`config.mk`:
```
export PLATFORM = sky130hd
export DESIGN_NAME = alu32_rr_arbiter
export DESIGN_NICKNAME = d
export VERILOG_FILES = /design/src/rtl/alu32_rr_arbiter.sv
export SDC_FILE = /design/constraint.sdc
export NUM_CORES = 1
export LEC_CHECK = 0
export BUFFER_PORTS_ARGS = -buffer_cell sky130_fd_sc_hd__buf_2
export CORE_AREA = 5 5 63 77
export DETAILED_ROUTE_END_ITERATION = 10
export DIE_AREA = 0 0 68 82
export PLACE_DENSITY_LB_ADDON = 0.12
export SKIP_CTS_REPAIR_TIMING = 1
export SLEW_MARGIN = 40
export SYNTH_ARGS = -nofsm -noshare
export SYNTH_HDL_FRONTEND = slang
export SYNTH_SLANG_ARGS = --single-unit
```
`constraint.sdc`:
```
create_clock -name clk -period 9.09 [get_ports clk]
set_clock_uncertainty 0.05 [all_clocks]
set_input_delay 0.909 -clock clk [delete_from_list [all_inputs] [get_ports clk]]
set_output_delay 0.909 -clock clk [all_outputs]
set_load 0.05 [all_outputs]
```
`src/rtl/alu32_rr_arbiter.sv`:
```
// alu32_rr_arbiter: round-robin arbiter/sequencer sharing one ALU32 among N_REQ requesters.
// Flow: IDLE -> GRANT (one-cycle alu_start) -> BUSY (hold grant until alu_done) -> IDLE.
// Optional build macro ALU32_ARB_TIMEOUT_EN adds a BUSY watchdog that aborts the
// grant after TIMEOUT cycles without alu_done and pulses err for one cycle.
// Handshake: a request is a level on req; once granted, the operation runs
// to alu_done regardless of req, and alu_done is only honoured in BUSY.
module alu32_rr_arbiter #(
  parameter int N_REQ   = 8,
  parameter int IDX_W   = 3,
  parameter int TIMEOUT = 16,
  parameter int CNT_W   = 5
) (
  input  logic             clk,
  input  logic             rst_n,
  input  logic [N_REQ-1:0] req,
  input  logic             alu_done,
  output logic [N_REQ-1:0] gnt,
  output logic [IDX_W-1:0] gnt_idx,
  output logic             gnt_valid,
  output logic             alu_start,
  output logic             busy,
  output logic             err
);

  typedef enum logic [1:0] {
    S_IDLE  = 2'd0,
    S_GRANT = 2'd1,
    S_BUSY  = 2'd2
  } state_t;

  // Reject configurations the index/counter widths cannot represent.
  if (N_REQ < 2 || N_REQ > 8 || (1 << IDX_W) < N_REQ ||
      TIMEOUT < 1 || TIMEOUT >= (1 << CNT_W)) begin : g_param_check
    $error("alu32_rr_arbiter: illegal parameter combination");
  end

  state_t           state, state_n;
  logic [IDX_W-1:0] last_idx, last_idx_n;
  logic [IDX_W-1:0] gnt_idx_n;
  logic [N_REQ-1:0] gnt_n;
  logic             gnt_valid_n, alu_start_n, busy_n, err_n;
  logic [IDX_W-1:0] win_idx;
  logic             win_found;

`ifdef ALU32_ARB_TIMEOUT_EN
  logic [CNT_W-1:0] to_cnt, to_cnt_n;
`endif

  // Round-robin pick: first set req bit scanning upward from last_idx+1 with wrap.
  always_comb begin
    win_idx   = '0;
    win_found = 1'b0;
    for (int i = 1; i <= N_REQ; i++) begin
      int cand;
      cand = int'(last_idx) + i;
      if (cand >= N_REQ) cand = cand - N_REQ;
      if (!win_found && req[cand]) begin
        win_found = 1'b1;
        win_idx   = IDX_W'(cand);
      end
    end
  end

  // Next-state and next-output logic; every output is registered below.
  always_comb begin
    state_n     = state;
    last_idx_n  = last_idx;
    gnt_n       = gnt;
    gnt_idx_n   = gnt_idx;
    gnt_valid_n = gnt_valid;
    alu_start_n = 1'b0;
    busy_n      = busy;
    err_n       = 1'b0;
`ifdef ALU32_ARB_TIMEOUT_EN
    to_cnt_n    = to_cnt;
`endif
    case (state)
      S_IDLE: begin
        if (win_found) begin
          state_n     = S_GRANT;
          last_idx_n  = win_idx;
          gnt_n       = N_REQ'(1) << win_idx;
          gnt_idx_n   = win_idx;
          gnt_valid_n = 1'b1;
          alu_start_n = 1'b1;
          busy_n      = 1'b1;
        end
      end
      S_GRANT: begin
        // alu_done is deliberately ignored while the start pulse is out.
        state_n = S_BUSY;
`ifdef ALU32_ARB_TIMEOUT_EN
        to_cnt_n = '0;
`endif
      end
      S_BUSY: begin
        if (alu_done) begin
          state_n     = S_IDLE;
          gnt_n       = '0;
          gnt_idx_n   = '0;
          gnt_valid_n = 1'b0;
          busy_n      = 1'b0;
        end
`ifdef ALU32_ARB_TIMEOUT_EN
        // Done in the same cycle as expiry takes the normal completion path.
        else if (to_cnt == CNT_W'(TIMEOUT - 1)) begin
          state_n     = S_IDLE;
          gnt_n       = '0;
          gnt_idx_n   = '0;
          gnt_valid_n = 1'b0;
          busy_n      = 1'b0;
          err_n       = 1'b1;
        end else begin
          to_cnt_n = to_cnt + 1'b1;
        end
`endif
      end
      default: begin
        state_n     = S_IDLE;
        gnt_n       = '0;
        gnt_idx_n   = '0;
        gnt_valid_n = 1'b0;
        busy_n      = 1'b0;
      end
    endcase
  end

  // State, pointer and output registers; reset gives requester 0 first priority.
  always_ff @(posedge clk or negedge rst_n) begin
    if (!rst_n) begin
      state     <= S_IDLE;
      last_idx  <= IDX_W'(N_REQ - 1);
      gnt       <= '0;
      gnt_idx   <= '0;
      gnt_valid <= 1'b0;
      alu_start <= 1'b0;
      busy      <= 1'b0;
      err       <= 1'b0;
    end else begin
      state     <= state_n;
      last_idx  <= last_idx_n;
      gnt       <= gnt_n;
      gnt_idx   <= gnt_idx_n;
      gnt_valid <= gnt_valid_n;
      alu_start <= alu_start_n;
      busy      <= busy_n;
      err       <= err_n;
    end
  end

`ifdef ALU32_ARB_TIMEOUT_EN
  // BUSY watchdog counter.
  always_ff @(posedge clk or negedge rst_n) begin
    if (!rst_n) to_cnt <= '0;
    else        to_cnt <= to_cnt_n;
  end
`endif

endmodule
```
# Word level (Yosys, flattened, before mapping)
# Cells that the tools add are included.
# word_totals
output_inout_bits,15
wordCells,124
regBits,18
inputBits,11
# classes
n_reduce_logical,18
bitwise_logic,1
n_mux,62
eq_ne,4
shift,1
addsub,16
order_cmp,16
# ops
op,n
"< comparator 32 x 5 -> 1 bit, second input constant",8
two-way mux 32 bit,8
"subtractor 4 x 4 -> 5 bit, second input constant",7
two-way mux 3 bit,10
"greater-or-equal comparator 4 bit, second input constant",7
two-way mux 1 bit,28
binary-select mux 1 bit (select 3 bit),8
one-hot mux 8 bit (3 select lines),1
"adder 3 x 3 -> 4 bit, second input constant",4
two-way mux 8 bit,2
one-hot mux 3 bit (3 select lines),1
"adder 3 x 2 -> 4 bit, second input constant",2
"left shift 1 x 3 -> 8 bit, first input constant",1
logical AND 1 bit,7
logical NOT 1 bit,7
one-hot mux 2 bit (3 select lines),1
"subtractor 5 x 4 -> 6 bit, second input constant",1
"adder 3 x 4 -> 5 bit, second input constant",1
"greater-or-equal comparator 5 x 4 -> 1 bit, second input constant",1
"adder 3 x 1 -> 4 bit, second input constant",1
two-way mux 2 bit,2
"!= test 2 bit, second input constant",2
AND reduction 2 bit,2
one-hot mux 1 bit (3 select lines),1
5 further kinds,5

# Depth between registers and ports, before layout
# logic_depth
word_depth,31
depth_mapped,16
depth_no_buf,10

# Worst setup path before layout
# No wires, ideal clock.
# synth_timing
path_type,register to register
start,register last_idx[1]
end,register gnt[0]
t_required_ns,8.936
path_slack_ns,5.561
path_buffers,3
path_stages_with_launch,14
t_arrival_ns,3.375
period_less_slack_ns,3.529
setup_time_ns,0.104
path_cell_list,dfstp_2 > buf_6 > buf_2 > inv_1 > ha_1 > buf_4 > mux2i_1 > mux2_4 > a221oi_4 > mux2_4 > a22oi_1 > a221o_1 > nand4_4 > o41ai_2
# synth_via
elab_chain_len,31
elab_cells_between_ends,91
classes_between,add/sub (16); order compare (8); eq/ne (1); shift (1); mux (50); reduce/logical (15)
# synth_rtl
element,line,rtl
start: declaration,38,"logic [IDX_W-1:0] last_idx, last_idx_n;"
start signal: assignment,132,last_idx <= IDX_W'(N_REQ - 1);
start signal: assignment,141,last_idx <= last_idx_n;
adder 3 x 1 -> 4 bit,55,cand = int'(last_idx) + i;
subtractor 4 x 4 -> 5 bit or greater-or-equal comparator 4 bit (tied branches),56,if (cand >= N_REQ) cand = cand - N_REQ;
two-way mux 32 bit,56,
binary-select mux 1 bit (select 3 bit),57,if (!win_found && req[cand]) begin
two-way mux 1 bit (not written as such) (2 in series),57,
two-way mux 1 bit,57,
logical NOT 1 bit,57,
logical AND 1 bit,57,
[14 not listed],n/a,
logical AND 1 bit,57,
two-way mux 1 bit,57,
logical NOT 1 bit,57,
logical AND 1 bit,57,
two-way mux 3 bit,57,
left shift 1 x 3 -> 8 bit,82,gnt_n = N_REQ'(1) << win_idx;
two-way mux 8 bit,79,if (win_found) begin
one-hot mux 8 bit (3 select lines),77,case (state)
end signal: assignment,142,gnt <= gnt_n;
end: declaration,17,"output logic [N_REQ-1:0] gnt,"
# Several ways; a longest one is shown, not always the timed one. The select of a mux whose other input is x is not followed.
# A chain may end at the register's enable or synchronous reset.

# Worst setup path after layout
# layout_timing
start,register last_idx[0]
end,register gnt[1]
# The elaborated chain is that of the path after synthesis.

==> flow_metrics.tcl <==
set metrics [dict create \
    synth_edf_count 0 \
    synth_ff_type "dfrtp_1" \
    regArea_um2 454.2 \
    dp_slack_ns 4.687 \
    fillers 389 \
    io_pins 26 \
    antenna_left 0 \
    die_h_um 82 \
    synth_mux_area_share_pct 26.63 \
    start_util_pct 47.60 \
    drtIter0Drc 159 \
    syn_nets 203 \
    worst_slew_pin_slew_ns 0.6678 \
    tritoncts "done" \
    fin_crit_ns 4.410 \
    portBuffers 24 \
    clock_sinks 18 \
    clockBufferDepth 2 \
    clk_latency_ns 0.25 \
    slew_viol_final 0 \
    synth-adder-area-share_pct 1.293 \
    arrival_ns 4.50 \
    num_antenna_cells 0 \
    routed_via_density 6.318 \
    synth_area_per_cell_um2 10.19 \
    area_delta_synth_final_pct 7.692 \
    grt_pass1_wl_um 8369 \
    finalSetupTns_ns 0 \
    track_usage_pct 19.23 \
    fin_crit_sh_pct 48.52 \
    clk_pin_slew_ns 0.07 \
    rows 26 \
    ys_ff_latch 18 \
    synth-compound-area-share_pct 22.24 \
    drv_cap 0 \
    max-slew-margin-rel_pct 55.48 \
    design.die.area_um2 5576 \
    hp-class "reg2reg" \
    async_flop_share_pct 100.0 \
    drive_gt1_share_pct 34.15 \
    setup_viol 0 \
    vias 1649 \
    synth_top_family_by_area "multiplexers" \
    outcome "finished, final reports clean" \
    rsz0062_at_grt "no" \
    grt_antenna_before_repair 0 \
    drcViolationCount 0 \
    synthSimpleGateAreaFrac_pct 17.07 \
    place.gp.congestion 0.9528 \
    syn_area_um2 1936 \
    wl_um 4887 \
    grt-ovfl-total 0 \
    startpoint_type "flop" \
    synth.distinct_cells 62 \
    cts_buffers 3 \
    critical_path_required_ns 9.18 \
    hold_violations 0 \
    nNetsFinal 219 \
    core_area_um2 4066 \
    grt_max_degree 25 \
    htreeDepth 1 \
    critPathMaxFanout 24 \
    fin_ws_ns 4.680 \
    syn_inst 190 \
    fmax_mhz 226.7 \
    seq_area_frac_synth_pct 23.46 \
    die_w_um 68 \
    post_dp_cell_area_um2 2029 \
    multiInputGateArea_um2 1359 \
    first_pass_iters 4 \
    synth_xor_area_share_pct 2.780 \
    root_buffer "clkbuf_8" \
    routedWlPerCell_um 18.72 \
    worstSetupPathType "reg2reg" \
    hpwl_um 3763 \
    stdcell_area_um2 2085 \
    grt_pass1_vias 1661 \
    end_kind "flop" \
    yosys_warnings 0 \
]
## layout by cell type, fill, tap and decap left out, types with 4 or more instances in the layout
cell type,synthesis,layout
buf_2,5,24
nand2_1,18,18
mux2i_1,17,17
dfrtp_1,15,15
nor2_1,13,13
o21ai_0,9,9
mux2_2,8,8
mux4_2,6,6
inv_1,5,5
a21oi_1,5,5
nand3_1,5,5
mux2_4,4,4
nand2b_1,4,4
and2_1,4,4
a32o_1,4,4
clkbuf_8,0,4
## flip-flops by register name, indices dropped and copies added (netlist names)
name and flops:
alu_start 1, busy 1, gnt 8, gnt_idx 3, last_idx 3, state 2
## final timing paths
| check | from | end | slack (ns) | cells past startpoint |
|---|---|---|---|---|
| min reg2reg | gnt[0] | gnt[0] | 0.43 | 2 |
| min | gnt[0] | gnt[0] | 0.43 | 2 |
| max | last_idx[0] | gnt[1] | 4.68 | 10 |
| max in group asynchronous | rst_n | last_idx[2] | 8.15 | 1 |
| min in group asynchronous | rst_n | gnt_idx[2] | 0.53 | 1 |
| max reg2reg | last_idx[0] | gnt[1] | 4.68 | 10 |
## worst max-delay path, stage by stage, from the launching register on
cell,delay [ns]
dfstp_2,0.90
inv_2,0.21
ha_1,0.78
mux2i_1,0.26
mux2_4,0.33
a221oi_4,0.47
mux2_4,0.35
a22oi_1,0.16
a221o_1,0.23
nand4_4,0.20
o41ai_2,0.37
## synthesized netlist by cell type, drive strengths merged (2+ instances only)
cell | number | area, um2
nor4 | 4 | 31.28
dfrtp | 15 | 375.4
ha | 2 | 25.02
o21ai | 10 | 50.04
nand2b | 4 | 25.02
a32oi | 2 | 43.80
o41ai | 3 | 48.80
a221oi | 3 | 50.05
nand4 | 3 | 33.78
xnor2 | 2 | 17.52
nor3 | 3 | 20.02
and2 | 4 | 25.02
mux4 | 7 | 161.4
nor3b | 2 | 15.01
mux2i | 17 | 170.2
xor2 | 2 | 36.29
buf | 13 | 96.34
dfstp | 3 | 78.83
nor2 | 13 | 48.80
nand3 | 5 | 25.02
o211ai | 2 | 15.01
nand2 | 18 | 67.56
mux2 | 15 | 183.9
a32o | 4 | 40.04
inv | 7 | 26.28
a21oi | 5 | 25.02
a31oi | 2 | 18.77
## metrics by stage
step	instances	hold slack, ns	util [%]
after floorplan	190	0.4663	-
after global placement	257	0.4075	49.91
after detailed placement	257	0.4137	49.91
after CTS	261	0.4368	51.26
after global routing	261	0.4681	51.26
final	261	0.4291	51.26
## cell type report
type | instances | area share (%)
multi-input combinational | 152 | 65.19
inverter | 7 | 1.261
timing repair buffer | 24 | 5.762
tap | 56 | 3.361
sequential | 18 | 21.79
clock buffer | 4 | 2.641
## per-layer routing
metal | track usage (%) | share of wire (%)
met4 | 8.350 | 2.9
met1 | 24.41 | 42
met5 | 0 | 0
met2 | 32.69 | 51
met3 | 1.778 | 3.7
## cell families (layout without fill, tap and decap cells)
| logic type | count (synthesis) | count (layout) |
|---|---|---|
| AND/OR/NAND/NOR | 61 | 61 |
| AO/OA/AOI/OAI | 45 | 45 |
| multiplexers | 39 | 39 |
| buffers and inverters | 20 | 35 |
| flip-flops | 18 | 18 |
| XOR/XNOR | 4 | 4 |
| adder cells (fa/ha/maj) | 2 | 2 |
| other | 1 | 1 |
Power is left out: the tool's default activity adds up to more than one toggle a clock period on the data nets, which glitch-free logic cannot reach.
